### src/rtl/prewish_pkg.sv
// Shared status/command bit positions and debounced-state encoding for prewish_debounce.
// Constants only: no latency and no flow control.
package prewish_pkg;

   localparam int STAT_STATE   = 0;
   localparam int STAT_PRESS   = 1;
   localparam int STAT_RELEASE = 2;

   localparam int CMD_READ  = 0;
   localparam int CMD_CLEAR = 1;

   typedef enum logic {
      BTN_RELEASED = 1'b0,
      BTN_PRESSED  = 1'b1
   } btn_state_e;

endpackage

### src/rtl/prewish_sync2.sv
// Two-flop synchronizer with a selectable reset value.
// Latency: 2 CLK cycles. No backpressure: it samples every cycle.
module prewish_sync2 #(
   parameter logic RST_VAL = 1'b0
) (
   input  logic clk_i,
   input  logic rst_ni,
   input  logic d_i,
   output logic q_o
);

   logic [1:0] ff_q;

   always_ff @(posedge clk_i or negedge rst_ni) begin
      if (!rst_ni) begin
         ff_q <= {2{RST_VAL}};
      end else begin
         ff_q <= {ff_q[0], d_i};
      end
   end

   assign q_o = ff_q[1];

endmodule

### src/rtl/prewish_debounce.sv
// Button debouncer with a strobe/byte status interface; `PREWISH_DEBOUNCE_AUTO_REPORT_EN adds unsolicited reports.
// Read response 1 cycle after STB_I; state changes 1 cycle after a tick. No backpressure: STB_O is never held off.
module prewish_debounce
   import prewish_pkg::*;
#(
   parameter int NUM_SAMPLES    = 2,
   parameter int ALIVE_DIV_BITS = 3
) (
   input  logic       CLK_I,
   input  logic       RST_I,
   output logic       STB_O,
   output logic [7:0] DAT_O,
   input  logic       STB_I,
   input  logic [7:0] DAT_I,
   input  logic       iN_button,
   input  logic       i_dbclock,
   output logic       o_alive
);

   localparam logic [ALIVE_DIV_BITS-1:0] ALIVE_ONE = 1;

   logic                      btn_sync;
   logic                      dbc_sync;
   logic                      dbc_prev_q;
   logic                      tick;
   logic                      eval_q;
   logic [NUM_SAMPLES-1:0]    hist_q, hist_d;
   btn_state_e                state_q, state_d;
   logic                      press_q, press_d;
   logic                      rel_q, rel_d;
   logic                      stb_q, stb_d;
   logic [7:0]                dat_q, dat_d;
   logic [ALIVE_DIV_BITS-1:0] alive_cnt_q, alive_cnt_d;
   logic                      alive_q, alive_d;
   logic                      set_press, set_rel;
   logic                      rd_cmd, clr_cmd;
   logic [7:0]                status;
   logic                      unused_dat;

   assign unused_dat = ^DAT_I[7:2];

   // The button pin idles high (released) so its synchronizer resets to 1.
   prewish_sync2 #(.RST_VAL(1'b1)) u_sync_btn (
      .clk_i (CLK_I),
      .rst_ni(RST_I),
      .d_i   (iN_button),
      .q_o   (btn_sync)
   );

   prewish_sync2 #(.RST_VAL(1'b0)) u_sync_dbc (
      .clk_i (CLK_I),
      .rst_ni(RST_I),
      .d_i   (i_dbclock),
      .q_o   (dbc_sync)
   );

   assign tick = dbc_sync & ~dbc_prev_q;

`ifdef PREWISH_DEBOUNCE_AUTO_REPORT_EN
   logic auto_pend_q, auto_pend_d;

   always_ff @(posedge CLK_I or negedge RST_I) begin
      if (!RST_I) begin
         auto_pend_q <= 1'b0;
      end else begin
         auto_pend_q <= auto_pend_d;
      end
   end
`endif

   always_comb begin
      hist_d      = hist_q;
      state_d     = state_q;
      alive_cnt_d = alive_cnt_q;
      alive_d     = alive_q;
      dat_d       = dat_q;
      set_press   = 1'b0;
      set_rel     = 1'b0;
      rd_cmd      = STB_I & DAT_I[CMD_READ];
      clr_cmd     = STB_I & (DAT_I[CMD_READ] | DAT_I[CMD_CLEAR]);

      status               = '0;
      status[STAT_STATE]   = (state_q == BTN_PRESSED);
      status[STAT_PRESS]   = press_q;
      status[STAT_RELEASE] = rel_q;

      if (tick) begin
         hist_d      = {hist_q[NUM_SAMPLES-2:0], ~btn_sync};
         alive_cnt_d = alive_cnt_q + ALIVE_ONE;
         if (&alive_cnt_q) begin
            alive_d = ~alive_q;
         end
      end

      if (eval_q) begin
         if ((&hist_q) && (state_q == BTN_RELEASED)) begin
            state_d   = BTN_PRESSED;
            set_press = 1'b1;
         end else if ((~|hist_q) && (state_q == BTN_PRESSED)) begin
            state_d = BTN_RELEASED;
            set_rel = 1'b1;
         end
      end

      // A flag raised on the same edge as a clear survives it.
      press_d = (press_q & ~clr_cmd) | set_press;
      rel_d   = (rel_q & ~clr_cmd) | set_rel;

      stb_d = rd_cmd;
`ifdef PREWISH_DEBOUNCE_AUTO_REPORT_EN
      auto_pend_d = set_press | set_rel;
      if (auto_pend_q) begin
         stb_d = 1'b1;
      end
`endif
      if (stb_d) begin
         dat_d = status;
      end
   end

   always_ff @(posedge CLK_I or negedge RST_I) begin
      if (!RST_I) begin
         dbc_prev_q  <= 1'b0;
         eval_q      <= 1'b0;
         hist_q      <= '0;
         state_q     <= BTN_RELEASED;
         press_q     <= 1'b0;
         rel_q       <= 1'b0;
         stb_q       <= 1'b0;
         dat_q       <= '0;
         alive_cnt_q <= '0;
         alive_q     <= 1'b0;
      end else begin
         dbc_prev_q  <= dbc_sync;
         eval_q      <= tick;
         hist_q      <= hist_d;
         state_q     <= state_d;
         press_q     <= press_d;
         rel_q       <= rel_d;
         stb_q       <= stb_d;
         dat_q       <= dat_d;
         alive_cnt_q <= alive_cnt_d;
         alive_q     <= alive_d;
      end
   end

   assign STB_O   = stb_q;
   assign DAT_O   = dat_q;
   assign o_alive = alive_q;

endmodule

### config.mk
export PLATFORM = sky130hd
export DESIGN_NAME = prewish_debounce
export DESIGN_NICKNAME = d
export VERILOG_FILES = /design/src/rtl/prewish_pkg.sv /design/src/rtl/prewish_sync2.sv /design/src/rtl/prewish_debounce.sv
export SDC_FILE = /design/constraint.sdc
export NUM_CORES = 1
export LEC_CHECK = 0
export CAP_MARGIN = 20
export CORE_MARGIN = 4
export CORE_UTILIZATION = 47
export CTS_CLUSTER_SIZE = 10
export DETAILED_ROUTE_END_ITERATION = 8
export GPL_TIMING_DRIVEN = 0
export PLACE_DENSITY_LB_ADDON = 0.25
export SYNTH_ARGS = -nofsm -noshare
export SYNTH_HDL_FRONTEND = slang
export SYNTH_HIERARCHICAL = 1
export SYNTH_SLANG_ARGS = --single-unit
### constraint.sdc
create_clock -name CLK_I -period 1.9 [get_ports CLK_I]
set_input_delay 0.38 -clock CLK_I [delete_from_list [all_inputs] [get_ports CLK_I]]
set_output_delay 0.38 -clock CLK_I [all_outputs]
set_load 0.005 [all_outputs]
==> impl_metrics.env, run 1 <==
export IMPL_coreArea_sq_mm=0.00151
export IMPL_hp_class="flip-flop to flip-flop"
export IMPL_port_buffers=11
export IMPL_htreeDepth=1
export IMPL_yosysTopAreaCellShare=0.566
export IMPL_ys_seq_area_frac=0.636
export IMPL_status="complete, no violations"
export IMPL_grt_max_degree=20
export IMPL_drive_above_1_share=0.278
export IMPL_drt_wirelength_per_cell_microns=10.8
export IMPL_syn_instance_count=53
export IMPL_place_area_sq_um=897
export IMPL_grt_pass1_wl_microns=1630
export IMPL_first_pass_iters=2
export IMPL_drtAntennaViolNets=0
export IMPL_route_detailed_drc=0
export IMPL_ir_drop_uv=603
export IMPL_fill_cells=124
export IMPL_clockBufferDepth=2
export IMPL_cts_buffers=3
export IMPL_fp_dieH_microns=48
export IMPL_synthDistinctLibCells=21
export IMPL_timing_fmax_mhz=627
export IMPL_area_growth_pct=23.0
export IMPL_clkPwrFrac=0.195
export IMPL_cpLargestDelayFamily="buffers and inverters"
export IMPL_crit_path_cell_trace="clkdlybuf4s50_1"
export IMPL_p_sw_frac=0.268
export IMPL_dpl_hpwl_microns=730
export IMPL_grt_pass1_vias=388
export IMPL_crit_path_end_kind="output pin"
export IMPL_relSlewSlack=0.469
export IMPL_worstSetupPathType="flip-flop to output pin"
export IMPL_cp_data_required_time_ns=1.52
export IMPL_dieArea_sq_mm=0.00230
export IMPL_ys_warn_count=6
export IMPL_worst_slew_pin_slew_ns=0.795
export IMPL_syn_avg_cell_area_sq_um=14.2
export IMPL_finalSetupViolCount=0
export IMPL_netlist_area_sq_um=752
export IMPL_worstPathArrival_ns=1.22
export IMPL_cp_max_fo=2
export IMPL_leakagePower_nw=0.439
export IMPL_final_max_slew_violation_count=0
export IMPL_num_rows=14
export IMPL_yosys_register_bits=19
export IMPL_antennaDiodeCount=0
export IMPL_path_buf_inv=1
export IMPL_slowest_delay_ns=0.52
export IMPL_slowest_stage="clkdlybuf4s50_1"
export IMPL_place_congestion=0.628
export IMPL_comb_power_share=0.224
export IMPL_mostFrequentLayoutCells="17 x dfrtp_1, 11 x clkdlybuf4s50_1, 5 x nand2_1, 5 x buf_4, 5 x conb_1"
export IMPL_grt_usage=0.105
export IMPL_period_share=0.840
export IMPL_clkTransAtPathRegs_ns=0.10
export IMPL_grt_overflow=0
export IMPL_maxCapViolCount=0
export IMPL_seq_area_sq_um=478
export IMPL_worstSetupStartpointType="flip-flop"
export IMPL_cp_depth=1
export IMPL_p_per_area_mw_per_mm2=1070
export IMPL_start_util=0.499
export IMPL_clkSinkCount=19
export IMPL_yosys_top_cells_area="dfrtp_1 57%, dfstp_2 7.0%, buf_4 5.0%"
export IMPL_dr_total_vias=397
export IMPL_final_nets=87
export IMPL_multi_input_area_sq_um=236
export IMPL_finalSetupTns_ns=0
export IMPL_yosysTopAreaCell="dfrtp_1"
export IMPL_seqPwrFrac=0.581
export IMPL_cts_setup_buffers=0
export IMPL_cts_tree="built"
export IMPL_cts_hold_buffers=0
export IMPL_skew_ns=0.00471
export IMPL_fin_area_sq_um=925
export IMPL_cts_resized=0
export IMPL_rsz0062_at_grt="no"
export IMPL_layout_min_cycle_time_ns=1.60
export IMPL_internal_power_mw=0.726
export IMPL_vias_per_cell=4.51
export IMPL_power_switching_mw=0.266
export IMPL_drt_total_wl_microns=946
export IMPL_worstHoldPathCells=0
export IMPL_total_power_mw=0.992
export IMPL_pin_count=23
export IMPL_hold_viol=0
export IMPL_antenna_found_initial=0
export IMPL_root_buffer="clkbuf_4"
export IMPL_ff2ff_path_depth=2
export IMPL_dieWidth_microns=48
export IMPL_mostFrequentLayoutCell="dfrtp_1"
export IMPL_insertion_delay_ns=0.29
export IMPL_drtIter0Drc=3
[flip-flops by register name, indices dropped and copies added, names as in the netlist]
register / cells
STB_O: 1
eval_q: 1
alive_cnt_q: 3
o_alive: 1
hist_q: 2
u_sync_dbc/ff_q: 2
state_q: 1
DAT_O: 3
rel_q: 1
dbc_prev_q: 1
press_q: 1
u_sync_btn/ff_q: 2
[synth_stat cells, drive strengths merged]
cell type  instances
nand2b             2
xor2               1
nand4              1
mux2               5
conb               1
nand4b             1
a21oi              3
buf                6
dfstp              2
nand2              5
xnor2              2
nor2b              1
o21ai              2
ha                 1
nor2               2
dfrtp             17
inv                1
[worst reg2reg max path: stages (launching register included)]
cell and delay (ns):
dfrtp_1 0.45, ha_1 0.31, mux2_4 0.25
[cell families after synthesis]
group,Yosys count,synth area share
buffers and inverters,7,0.0699
AND/OR/NAND/NOR,12,0.110
AO/OA/AOI/OAI,5,0.0333
adder cells (fa/ha/maj),1,0.0166
XOR/XNOR,3,0.0449
other,1,0.00499
multiplexers,5,0.0849
flip-flops,19,0.636
[metrics by stage]
stage               hold WS [ns]  setup slack [ns]   util  instances
floorplan                 0.0844             0.832      -         57
global placement           0.334             0.478  0.596         84
detailed placement         0.338             0.462  0.596         84
CTS                        0.362             0.288  0.614         88
global route               0.377             0.211  0.614         88
finish                     0.359             0.305  0.614         88
[power by group through the flow]
stage	combinational, mW	clock [mW]	sequential (mW)
after global placement	0.220	0	0.580
final	0.222	0.194	0.576
after global routing	0.247	0.230	0.590
after floorplan	0.136	0	0.575
after detailed placement	0.225	0	0.584
after CTS	0.226	0.205	0.576
[metal layers]
layer,track usage,part of all wire
met4,0.0806,0.0063
met5,0,0
met2,0.161,0.45
met3,0.0226,0.10
met1,0.128,0.44
[worst paths after layout]
check,startpoint,end,slack [ns]
setup / recovery,o_alive,o_alive,0.30
hold / removal,u_sync_dbc/ff_q[0],u_sync_dbc/ff_q[1],0.36
setup reg to reg,alive_cnt_q[0],alive_cnt_q[1],0.79
hold reg to reg,u_sync_dbc/ff_q[0],u_sync_dbc/ff_q[1],0.36
max in group asynchronous,RST_I,press_q,0.86
min in group asynchronous,RST_I,alive_cnt_q[0],0.54
[cell type report]
cell class              count  area share
repair buffers             11       0.119
clock buffers               3      0.0244
plain buffers               6      0.0528
clock inverters             1     0.00541
multi-input cells          31       0.256
inverters                   1     0.00406
well taps                  16      0.0217
flip-flops and latches     19       0.517
Note: power is estimated with default switching activity, not from simulation.
==> inputs of run 2 (changes only) <==
Settings changed: CORE_UTILIZATION 47 to 40.
Clock period 1.9 ns to 1.4 ns, I/O delays scaled along.
==> impl_metrics.env, run 2 (synthesis gave the netlist of run 1 again) <==
export IMPL_cp_max_fo=2
export IMPL_start_util=0.431
export IMPL_final_nets=88
export IMPL_first_pass_iters=4
export IMPL_grt_pass1_vias=395
export IMPL_clkTransAtPathRegs_ns=0.10
export IMPL_coreArea_sq_mm=0.00175
export IMPL_slowest_delay_ns=0.39
export IMPL_antennaDiodeCount=0
export IMPL_antenna_found_initial=0
export IMPL_mostFrequentLayoutCell="dfrtp_1"
export IMPL_ir_drop_uv=774
export IMPL_path_buf_inv=1
export IMPL_period_share=0.867
export IMPL_dieArea_sq_mm=0.00264
export IMPL_cp_depth=1
export IMPL_finalSetupTns_ns=0
export IMPL_rsz0062_at_grt="no"
export IMPL_dr_total_vias=412
export IMPL_hp_class="flip-flop to flip-flop"
export IMPL_skew_ns=0.00168
export IMPL_finalSetupViolCount=0
export IMPL_drt_total_wl_microns=984
export IMPL_insertion_delay_ns=0.29
export IMPL_worstHoldPathCells=0
export IMPL_final_max_slew_violation_count=0
export IMPL_worstSetupStartpointType="flip-flop"
export IMPL_pin_count=23
export IMPL_grt_max_degree=20
export IMPL_maxCapViolCount=0
export IMPL_worstSetupPathType="flip-flop to output pin"
export IMPL_vias_per_cell=4.20
export IMPL_worst_slew_pin_slew_ns=0.809
export IMPL_grt_usage=0.0933
export IMPL_root_buffer="clkbuf_4"
export IMPL_num_rows=15
export IMPL_fp_dieH_microns=51.4
export IMPL_final_util=0.537
export IMPL_clkSinkCount=19
export IMPL_drtIter0Drc=2
export IMPL_mostFrequentLayoutCells="17 x dfrtp_1, 6 x buf_4, 6 x clkdlybuf4s50_1"
export IMPL_htreeDepth=1
export IMPL_crit_path_cell_trace="dlygate4sd2_1"
export IMPL_ff2ff_path_depth=2
export IMPL_drive_above_1_share=0.288
export IMPL_grt_overflow=0
export IMPL_fill_cells=158
export IMPL_p_per_area_mw_per_mm2=1430
export IMPL_timing_fmax_mhz=824
export IMPL_layout_min_cycle_time_ns=1.21
export IMPL_hold_viol=0
export IMPL_worstPathArrival_ns=0.93
export IMPL_crit_path_end_kind="output pin"
export IMPL_status="complete, no violations"
export IMPL_total_power_mw=1.34
export IMPL_cpLargestDelayFamily="flip-flops"
export IMPL_multi_input_area_sq_um=236
export IMPL_slowest_stage="dfrtp_1"
export IMPL_area_growth_pct=24.6
export IMPL_place_congestion=0.668
export IMPL_grt_pass1_wl_microns=1770
export IMPL_drtAntennaViolNets=0
export IMPL_setup_ws_ns=0.186
export IMPL_cts_buffers=3
export IMPL_seq_area_sq_um=478
export IMPL_dieWidth_microns=51.4
export IMPL_pre_cts_ws_ns=0.0496
export IMPL_cp_data_required_time_ns=1.12
export IMPL_route_detailed_drc=0
export IMPL_cts_tree="built"
export IMPL_clockBufferDepth=2
export IMPL_relSlewSlack=0.459
export IMPL_leakagePower_nw=0.461
export IMPL_port_buffers=11
export IMPL_drt_wirelength_per_cell_microns=10.0
==> run 2: changes by cell type in the layout (fill, tap and decap cells not counted), sizes merged <==
cell and delta:
clkdlybuf4s50 -5, dlygate4sd2 +5, buf +1
==> run 2: stage by stage <==
step | cells | hold slack, ns | instance area, sq um
2_1_floorplan | 57 | -0.0156 | 767
5_1_grt | 98 | 0.358 | 937
3_3_place_gp | 93 | 0.337 | 908
6_report | 98 | 0.360 | 937
3_5_place_dp | 93 | 0.340 | 908
4_1_cts | 98 | 0.365 | 937
==> run 2: what timing repair did <==
item | CTS | global route
resized for setup | 5 | 0
buffers inserted | 1 | 0
hold buffers | 0 | 0
setup endpoints to repair | 5 | 0
==> run 2: worst paths after layout <==
| path | start | to | slack [ns] |
|---|---|---|---|
| worst max-delay path | DAT_O[1] | DAT_O[1] | 0.19 |
| max in group asynchronous | RST_I | hist_q[0] | 0.45 |
| worst min register to register | u_sync_dbc/ff_q[0] | u_sync_dbc/ff_q[1] | 0.36 |
| worst max register to register | alive_cnt_q[0] | alive_cnt_q[1] | 0.30 |
| min in group asynchronous | RST_I | DAT_O[1] | 0.45 |
| worst min-delay path | u_sync_dbc/ff_q[0] | u_sync_dbc/ff_q[1] | 0.36 |
==> run 2: final cells by class <==
cell class,count,area share
plain buffers,6,0.0521
clock inverters,1,0.00534
inverters,1,0.00401
repair buffers,12,0.119
multi-input cells,31,0.252
clock buffers,3,0.0240
well taps,25,0.0334
flip-flops and latches,19,0.510
==> run 2: layer usage <==
layer  share of wire  GRT usage  up-vias
li1                -          -      206
met1            0.44      0.111      188
met2            0.45      0.140       16
met3           0.095     0.0321        2
met4           0.014     0.0655        0
met5               0          0        -
==> run 2: report_power, final <==
group	leakage, nW	switching [mW]	internal, mW	total (mW)
Combinational	0.212	0.101	0.203	0.304
Sequential	0.231	0.103	0.668	0.771
Clock	0.0177	0.157	0.106	0.264
==> run 2: worst register-to-register path: stages (launching register included) <==
cell     delay [ns]
dfrtp_1        0.44
ha_1           0.30
mux2_4         0.25
